$ cat config.mk
export PLATFORM = sky130hd
export DESIGN_NAME = uart_tx
export DESIGN_NICKNAME = d
export VERILOG_FILES = /design/src/rtl/uart_pkg.sv /design/src/rtl/uart_baud_cnt.sv /design/src/rtl/uart_tx.sv
export SDC_FILE = /design/constraint.sdc
export NUM_CORES = 1
export LEC_CHECK = 0
export ABC_AREA = 1
export CORE_MARGIN = 5
export CORE_UTILIZATION = 54
export CTS_CLUSTER_SIZE = 16
export DETAILED_ROUTE_END_ITERATION = 16
export GPL_ROUTABILITY_DRIVEN = 0
export PLACE_DENSITY = 0.91
export SYNTH_ARGS = -nofsm -noshare
export SYNTH_HDL_FRONTEND = slang
export SYNTH_SLANG_ARGS = --single-unit
$ cat constraint.sdc
create_clock -name clock -period 2.5 [get_ports clock]
set_input_delay 0.75 -clock clock [delete_from_list [all_inputs] [get_ports clock]]
set_output_delay 0.75 -clock clock [all_outputs]
set_load 0.02 [all_outputs]
$ cat src/rtl/uart_pkg.sv
// -----------------------------------------------------------------------------
// uart_pkg
//   Shared types and constants for the 9N1 UART transmitter.
//   - tx_state_t     : transmitter FSM state encoding
//   - UART_DATA_W    : data bits per frame (9)
//   - UART_STOP_BITS : stop bits per frame (1)
// -----------------------------------------------------------------------------
package uart_pkg;

    localparam int UART_DATA_W    = 9;
    localparam int UART_STOP_BITS = 1;

    typedef enum logic [2:0] {
        IDLE,
        START,
        DATA,
        PARITY,
        STOP
    } tx_state_t;

endpackage : uart_pkg

$ cat src/rtl/uart_baud_cnt.sv
// -----------------------------------------------------------------------------
// uart_baud_cnt
//   Bit-period timer. Counts 0..CLKS_PER_BIT-1 and wraps, raising bit_done
//   on the last cycle of each bit period. A synchronous clear holds the count
//   at zero so the first period after a clear is a full one.
//
// Ports
//   clock    in   system clock
//   reset    in   synchronous, active-high reset
//   clear    in   synchronous clear, holds the counter at 0
//   bit_done out  one-cycle pulse on the final cycle of a bit period
// -----------------------------------------------------------------------------
module uart_baud_cnt
    import uart_pkg::*;
#(
    parameter int CLKS_PER_BIT = 16
) (
    input  logic clock,
    input  logic reset,
    input  logic clear,
    output logic bit_done
);

    localparam int              CNT_W = (CLKS_PER_BIT > 1) ? $clog2(CLKS_PER_BIT) : 1;
    localparam logic [CNT_W-1:0] LAST = CNT_W'(CLKS_PER_BIT - 1);

    logic [CNT_W-1:0] cnt_q;
    logic [CNT_W-1:0] cnt_d;

    always_comb begin
        if (clear || cnt_q == LAST) begin
            cnt_d = '0;
        end else begin
            cnt_d = cnt_q + 1'b1;
        end
    end

    // NOTE: sequential state is written with non-blocking assignments only,
    // so every register samples the pre-edge value of every other register.
    always_ff @(posedge clock) begin
        if (reset) begin
            cnt_q <= '0;
        end else begin
            cnt_q <= cnt_d;
        end
    end

    assign bit_done = (cnt_q == LAST) && !clear;

endmodule : uart_baud_cnt

$ cat src/rtl/uart_tx.sv
// -----------------------------------------------------------------------------
// uart_tx
//   9N1 UART transmitter: start bit, 9 data bits LSB first, stop bit.
//   A frame is accepted on any edge where ready=1 and send=1; data is latched
//   at that edge and later changes are ignored. tx and ready are registered.
//
//   Build option: define UART_TX_PARITY_EN to insert an even-parity bit
//   (XOR of the 9 data bits) between data[8] and the stop bit.
//
// Ports
//   clock  in   system clock, rising edge
//   reset  in   synchronous, active-high reset
//   send   in   level request to transmit data
//   data   in   [DATA_W-1:0] word to transmit, sampled at acceptance
//   tx     out  serial line, idles high
//   ready  out  high while idle and able to accept a frame
// -----------------------------------------------------------------------------
module uart_tx
    import uart_pkg::*;
#(
    parameter int CLKS_PER_BIT = 16,
    parameter int DATA_W       = UART_DATA_W
) (
    input  logic              clock,
    input  logic              reset,
    input  logic              send,
    input  logic [DATA_W-1:0] data,
    output logic              tx,
    output logic              ready
);

    localparam logic [3:0] LAST_BIT = 4'(DATA_W - 1);

    tx_state_t         state_q, state_d;
    logic [DATA_W-1:0] shift_q, shift_d;
    logic [3:0]        bit_cnt_q, bit_cnt_d;
    logic              tx_q, tx_d;
    logic              ready_q, ready_d;
    logic              bit_done;
`ifdef UART_TX_PARITY_EN
    logic              parity_q, parity_d;
`endif

    // The timer is held in reset while idle, so START always gets a full
    // bit period beginning on the cycle after acceptance.
    uart_baud_cnt #(
        .CLKS_PER_BIT(CLKS_PER_BIT)
    ) u_baud_cnt (
        .clock   (clock),
        .reset   (reset),
        .clear   (state_q == IDLE),
        .bit_done(bit_done)
    );

    // State and datapath registers
    always_ff @(posedge clock) begin
        if (reset) begin
            state_q   <= IDLE;
            shift_q   <= '0;
            bit_cnt_q <= '0;
            tx_q      <= 1'b1;
            ready_q   <= 1'b1;
`ifdef UART_TX_PARITY_EN
            parity_q  <= 1'b0;
`endif
        end else begin
            state_q   <= state_d;
            shift_q   <= shift_d;
            bit_cnt_q <= bit_cnt_d;
            tx_q      <= tx_d;
            ready_q   <= ready_d;
`ifdef UART_TX_PARITY_EN
            parity_q  <= parity_d;
`endif
        end
    end

    // Next-state logic
    // NOTE: every combinational output gets a default before the case so no
    // path leaves it unassigned, which would otherwise infer a latch.
    always_comb begin
        state_d = state_q;
        case (state_q)
            IDLE:  if (send)     state_d = START;
            START: if (bit_done) state_d = DATA;
            DATA: begin
                if (bit_done && bit_cnt_q == LAST_BIT) begin
`ifdef UART_TX_PARITY_EN
                    state_d = PARITY;
`else
                    state_d = STOP;
`endif
                end
            end
`ifdef UART_TX_PARITY_EN
            PARITY: if (bit_done) state_d = STOP;
`endif
            STOP:  if (bit_done) state_d = IDLE;
            default:             state_d = IDLE;
        endcase
    end

    // Shift register, bit counter and parity: loaded at acceptance,
    // advanced at the end of each data bit period.
    always_comb begin
        shift_d   = shift_q;
        bit_cnt_d = bit_cnt_q;
`ifdef UART_TX_PARITY_EN
        parity_d  = parity_q;
`endif
        if (state_q == IDLE && send) begin
            shift_d   = data;
            bit_cnt_d = '0;
`ifdef UART_TX_PARITY_EN
            parity_d  = ^data;
`endif
        end else if (state_q == DATA && bit_done) begin
            shift_d   = shift_q >> 1;
            bit_cnt_d = bit_cnt_q + 4'd1;
        end
    end

    // Output logic: computed from the next state so the registered outputs
    // line up with the state they describe.
    always_comb begin
        tx_d    = 1'b1;
        ready_d = (state_d == IDLE);
        case (state_d)
            START:  tx_d = 1'b0;
            DATA:   tx_d = shift_d[0];
`ifdef UART_TX_PARITY_EN
            PARITY: tx_d = parity_q;
`endif
            default: tx_d = 1'b1;
        endcase
    end

    assign tx    = tx_q;
    assign ready = ready_q;

endmodule : uart_tx

==> flow_summary.toml, run 1 <==
[final_layout]
layout-drive-gt1-share_pct = 7.28
stdcell_area_sq_um = 1170
nNetsFinal = 168
antenna_cells = 0
finalNonFillerCells = 176
syn_to_final_growth_pct = 17.8
nFillCells = 152

[critical_path]
endpoint = "ready"
cp_num_buf_inv = 1
critPathArrivalTime_ns = 1.22
crit_family = "buffers and inverters"
r2r_setup_slack_ns = 0.94
cp_num_cells = 1
worstReg2RegEnd = "tx"
r2r-start = "u_baud_cnt.cnt_q[0]"
endpoint_kind = "primary output"
startpoint_type = "flop"
startpoint = "ready"
r2r_cells = 8
path_cells = "clkdlybuf4s50_1"
crit_fanout = 1
worstSetupPathType = "flop to primary output"
critical_path_required_ns = 1.75
cp_slowest_cell = "clkdlybuf4s50_1"
cp_slowest_stage_delay_ns = 0.59

[placement]
place_inst = 173
preCtsSetupSlack_ns = 0.522
io_buffers = 13
placed_area_sq_um = 1150
hpwl_mm = 1.54

[cts]
path_clk_slew_ns = 0.11
root_buffer = "clkbuf_4"
hold_buffers = 0
htree_levels = 1
cts_buffers = 3
cts_sinks = 22
cts_max_path_buffers = 2
post-cts-setup-buffer-count = 0
cts_tree = "built"
clk_latency_ns = 0.30
post_cts_resized = 0

[power]
power_density_nw_per_um2 = 517
power_leakage_uw = 0.000486
power_uw = 604
irDropWorstVdd_mv = 0.384

[sta]
slew_headroom_pct = 78.0
tns_ns = 0
finalClockSkew_ns = 0.00269
setup_slack_ns = 0.535
worstMarginPinSlew_ns = 0.329
rsz0062_at_grt = "no"
fmax_ghz = 0.509
period_share_pct = 78.6
min_period_ns = 1.97
hold_viol = 0
setup_violations = 0
drv_slew = 0

[detailed_routing]
dr.pass1.iters = 4
vias = 903
drtIter0Drc = 34
drc = 0
antenna_left = 0
drt-wirelength-per-cell_um = 11.0
vias_per_cell = 5.13
wl_mm = 1.93

[run]
drv_cap = 0

[yosys]
ys_seq_area_share_pct = 44.4
yosysTopAreaCell = "dfxtp_1"
syn-instance-count = 136
avgSynthCellArea_sq_um = 7.30
synth_area_sq_um = 992
syn-num-nets = 151
synth_cell_types = 19
synthDominantCellAreaShare_pct = 44.4
ys_top_cells_by_area = "dfxtp_1 44%, nand2_1 14%, nor2_1 8.3%"
yosysWarnings = 0
ys_ff_latch = 22

[die]
die_y_um = 52.9
start_util_pct = 56.8
dieWidth_um = 52.9
coreArea_sq_um = 1750
dieArea_sq_um = 2790
rows = 15
ios = 14

[global_routing]
grt_max_degree = 14
antenna_found_initial = 0
globalRoute.totalOverflow = 0
grt_pass1_vias = 889
grt_use_total_pct = 16.3
grt_pass1_wl_mm = 3.41

[status]
status = "completed"

[min_path]
hold_class = "flop to flop"
==> layout make-up <==
| type | count | area [sq um] | share of cell area [%] |
|---|---|---|---|
| inverters | 13 | 48.8 | 4.18 |
| well taps | 25 | 31.3 | 2.68 |
| repair buffers | 14 | 138 | 11.8 |
| multi-input cells | 99 | 488 | 41.8 |
| clock buffers | 3 | 22.5 | 1.93 |
| flip-flops and latches | 22 | 440 | 37.7 |
==> worst min path at each step <==
stage               slack [ns]                  end           startpoint  depth (start not counted)
detailed placement        0.45  u_baud_cnt.cnt_q[0]  u_baud_cnt.cnt_q[0]                          1
global placement          0.43  u_baud_cnt.cnt_q[0]  u_baud_cnt.cnt_q[0]                          1
floorplan                 0.42  u_baud_cnt.cnt_q[0]  u_baud_cnt.cnt_q[0]                          1
global route              0.50  u_baud_cnt.cnt_q[0]  u_baud_cnt.cnt_q[0]                          1
finish                    0.46  u_baud_cnt.cnt_q[0]  u_baud_cnt.cnt_q[0]                          1
CTS                       0.46  u_baud_cnt.cnt_q[0]  u_baud_cnt.cnt_q[0]                          1
==> synth_stat cells <==
library cell and n:
nor3_1 2, nor2_4 2, xor2_1 1, nand4_1 1, buf_6 1, ha_1 3
nor3b_1 1, o21ai_0 5, clkbuf_1 1, a21oi_1 14, nand2_1 36, nand3_4 1
inv_1 11, nand3_2 1, nand3_1 9, dfxtp_1 22, nor2_1 22, nor3_2 1
inv_2 2
==> sequential cells by signal (all words and copies together) (netlist names) <==
register          cells
shift_q               9
bit_cnt_q             4
u_baud_cnt.cnt_q      4
state_q               3
ready                 1
tx                    1
==> worst reg2reg max path: stages, from the launching register on <==
cell and delay, ns:
dfxtp_1 0.37, ha_1 0.25, nand3_4 0.12, nor2_4 0.32
inv_2 0.12, nand3_1 0.12, nand2_1 0.06, nand2_1 0.05
nand3_1 0.06
==> metal layers <==
| layer | vias up | GRT usage (%) | share of wire [%] |
|---|---|---|---|
| met5 | - | 0 | 0 |
| met4 | 0 | 8.51 | 2.2 |
| li1 | 467 | - | - |
| met2 | 31 | 29.1 | 49 |
| met1 | 398 | 18.0 | 42 |
| met3 | 7 | 3.38 | 7.6 |
==> cell families after synthesis <==
| kind of cell | count (synthesis) | share of synthesized area [%] |
|---|---|---|
| flip-flops | 22 | 44.4 |
| buffers and inverters | 15 | 6.43 |
| AO/OA/AOI/OAI | 19 | 9.58 |
| XOR/XNOR | 1 | 0.883 |
| AND/OR/NAND/NOR | 76 | 34.9 |
| adder cells (fa/ha/maj) | 3 | 3.78 |
==> power breakdown <==
group          switching (uW)  leakage [uW]  internal, uW  total [uW]
combinational            41.9      0.000293          37.6        79.5
clock                    95.8     0.0000138          56.2         152
sequential               7.48      0.000180           365         373
==> per-stage QoR <==
| stage | hold slack (ns) | util, % |
|---|---|---|
| 5_1_grt | 0.499 | 67.0 |
| 4_1_cts | 0.461 | 67.0 |
| 3_3_place_gp | 0.427 | 65.7 |
| 2_1_floorplan | 0.418 | - |
| 3_5_place_dp | 0.445 | 65.7 |
| 6_report | 0.458 | 67.0 |
==> layout by cell type, fill, tap and decap left out <==
cell              n
nand4_1           1
nand3_2           1
inv_1            11
nand2_1          36
nor2_4            2
clkbuf_4          3
xor2_1            1
ha_1              3
inv_2             2
nand3_1           9
clkdlybuf4s50_1  13
nor3_1            2
nor2_1           22
o21ai_0           5
nand3_4           1
buf_4             1
dfxtp_1          22
nor3_2            1
nor3b_1           1
a21oi_1          14
(Power assumes the default switching activity.)
==> inputs of run 2 (changes only) <==
--- a/config.mk
+++ b/config.mk
@@ -7,11 +7,11 @@
 export LEC_CHECK = 0
 export ABC_AREA = 1
 export CORE_MARGIN = 5
-export CORE_UTILIZATION = 54
+export CORE_UTILIZATION = 52
 export CTS_CLUSTER_SIZE = 16
 export DETAILED_ROUTE_END_ITERATION = 16
 export GPL_ROUTABILITY_DRIVEN = 0
-export PLACE_DENSITY = 0.91
+export PLACE_DENSITY = 0.89
 export SYNTH_ARGS = -nofsm -noshare
 export SYNTH_HDL_FRONTEND = slang
 export SYNTH_SLANG_ARGS = --single-unit
==> constraint.sdc (replaced) <==
create_clock -name clock -period 1.9 [get_ports clock]
set_input_delay 0.57 -clock clock [delete_from_list [all_inputs] [get_ports clock]]
set_output_delay 0.57 -clock clock [all_outputs]
set_load 0.02 [all_outputs]
==> run 2 against run 1 <==
Effect of this change: cell count grew 0.57%; global-route usage shrank 0.37 points; power grew 57%; critical endpoint unchanged; non-clock buffer count is the same.
==> flow_summary.toml, run 2 (synthesized netlist as in run 1, its figures left out) <==
[sta]
period_share_pct = 95.1
finalClockSkew_ns = 0.00373
min_period_ns = 1.81
tns_ns = 0
hold_viol = 0
setup_violations = 0
setup_slack_ns = 0.0938
worstMarginPinSlew_ns = 0.340
slew_headroom_pct = 77.2
drv_slew = 0
rsz0062_at_grt = "no"
fmax_ghz = 0.554

[placement]
placed_area_sq_um = 1150
hpwl_mm = 1.53
preCtsSetupSlack_ns = 0.0619
io_buffers = 13

[cts]
clk_latency_ns = 0.30
cts_tree = "built"
htree_levels = 1
cts_buffers = 3
post_cts_resized = 0
cts_sinks = 22
path_clk_slew_ns = 0.12
root_buffer = "clkbuf_4"
cts_max_path_buffers = 2
post-cts-setup-buffer-count = 0
hold_buffers = 0

[power]
power_uw = 947
power_density_nw_per_um2 = 790
irDropWorstVdd_mv = 0.763
power_leakage_uw = 0.000500

[global_routing]
grt_pass1_wl_mm = 3.31
grt_use_total_pct = 16.0
globalRoute.totalOverflow = 0
antenna_found_initial = 0
grt_pass1_vias = 790
grt_max_degree = 14

[critical_path]
worstSetupPathType = "flop to primary output"
cp_slowest_cell = "clkdlybuf4s50_1"
crit_fanout = 1
startpoint_type = "flop"
cp_slowest_stage_delay_ns = 0.60
endpoint_kind = "primary output"
crit_family = "buffers and inverters"
cp_num_buf_inv = 1
critPathArrivalTime_ns = 1.24
critical_path_required_ns = 1.33
path_cells = "clkdlybuf4s50_1"

[die]
ios = 14
dieWidth_um = 53.7
coreArea_sq_um = 1760
start_util_pct = 56.2
rows = 15
dieArea_sq_um = 2880
die_y_um = 53.7

[detailed_routing]
dr.pass1.iters = 4
wl_mm = 1.95
drtIter0Drc = 16
vias = 883
drc = 0
antenna_left = 0
vias_per_cell = 4.99
drt-wirelength-per-cell_um = 11.0

[run]
drv_cap = 0

[final_layout]
final_common_cell = "nand2_1"
final_cell_mix = "36 x nand2_1, 22 x nor2_1, 22 x dfxtp_1"
antenna_cells = 0
nNetsFinal = 168
nFillCells = 148
stdcell_area_sq_um = 1200
top_regs = "shift_q x9, bit_cnt_q x4, u_baud_cnt.cnt_q x4"
largest_register_ff_count = 9
layout-drive-gt1-share_pct = 7.89
utilization_pct = 67.9
syn_to_final_growth_pct = 20.8
regMostFlops = "shift_q"

[status]
status = "completed"

[min_path]
hold_class = "flop to flop"
==> run 2: cell types whose count changed in the layout (fill, tap and decap cells not counted) <==
cell       delta
bufinv_16     +1
==> run 2: layout make-up <==
cell class,instances,area (sq um),share of cell area (%)
multi-input combinational,99,488,40.7
sequential,22,440,36.7
timing repair buffer,14,138,11.5
clock buffer,3,22.5,1.88
clock inverter,1,30.0,2.51
tap,25,31.3,2.61
inverter,13,48.8,4.07
==> run 2: metrics by stage <==
step                hold slack [ns]  instances
floorplan                     0.418        136
global placement              0.431        173
detailed placement            0.438        173
CTS                           0.464        177
global route                  0.491        177
finish                        0.462        177
==> run 2: path summary, 6_finish.rpt <==
check	to	depth (start not counted)	startpoint	slack (ns)
setup reg to reg	tx	8	u_baud_cnt.cnt_q[0]	0.31
setup / recovery	ready	1	ready	0.09
hold / removal	u_baud_cnt.cnt_q[0]	1	u_baud_cnt.cnt_q[0]	0.46
hold reg to reg	u_baud_cnt.cnt_q[0]	1	u_baud_cnt.cnt_q[0]	0.46
==> run 2: routing by layer <==
layer	wire [um]	GRT usage, %	vias to the layer above	part of all wire, %
li1	-	-	467	-
met1	839	17.3	382	43
met2	982	28.0	28	50
met3	80	3.88	6	4.1
met4	42	8.94	0	2.2
met5	0	0	-	0
==> run 2: power breakdown <==
| part | switching (uW) | total (uW) | internal [uW] |
|---|---|---|---|
| Sequential | 10.0 | 491 | 481 |
| Clock | 137 | 351 | 213 |
| Combinational | 55.6 | 105 | 49.5 |
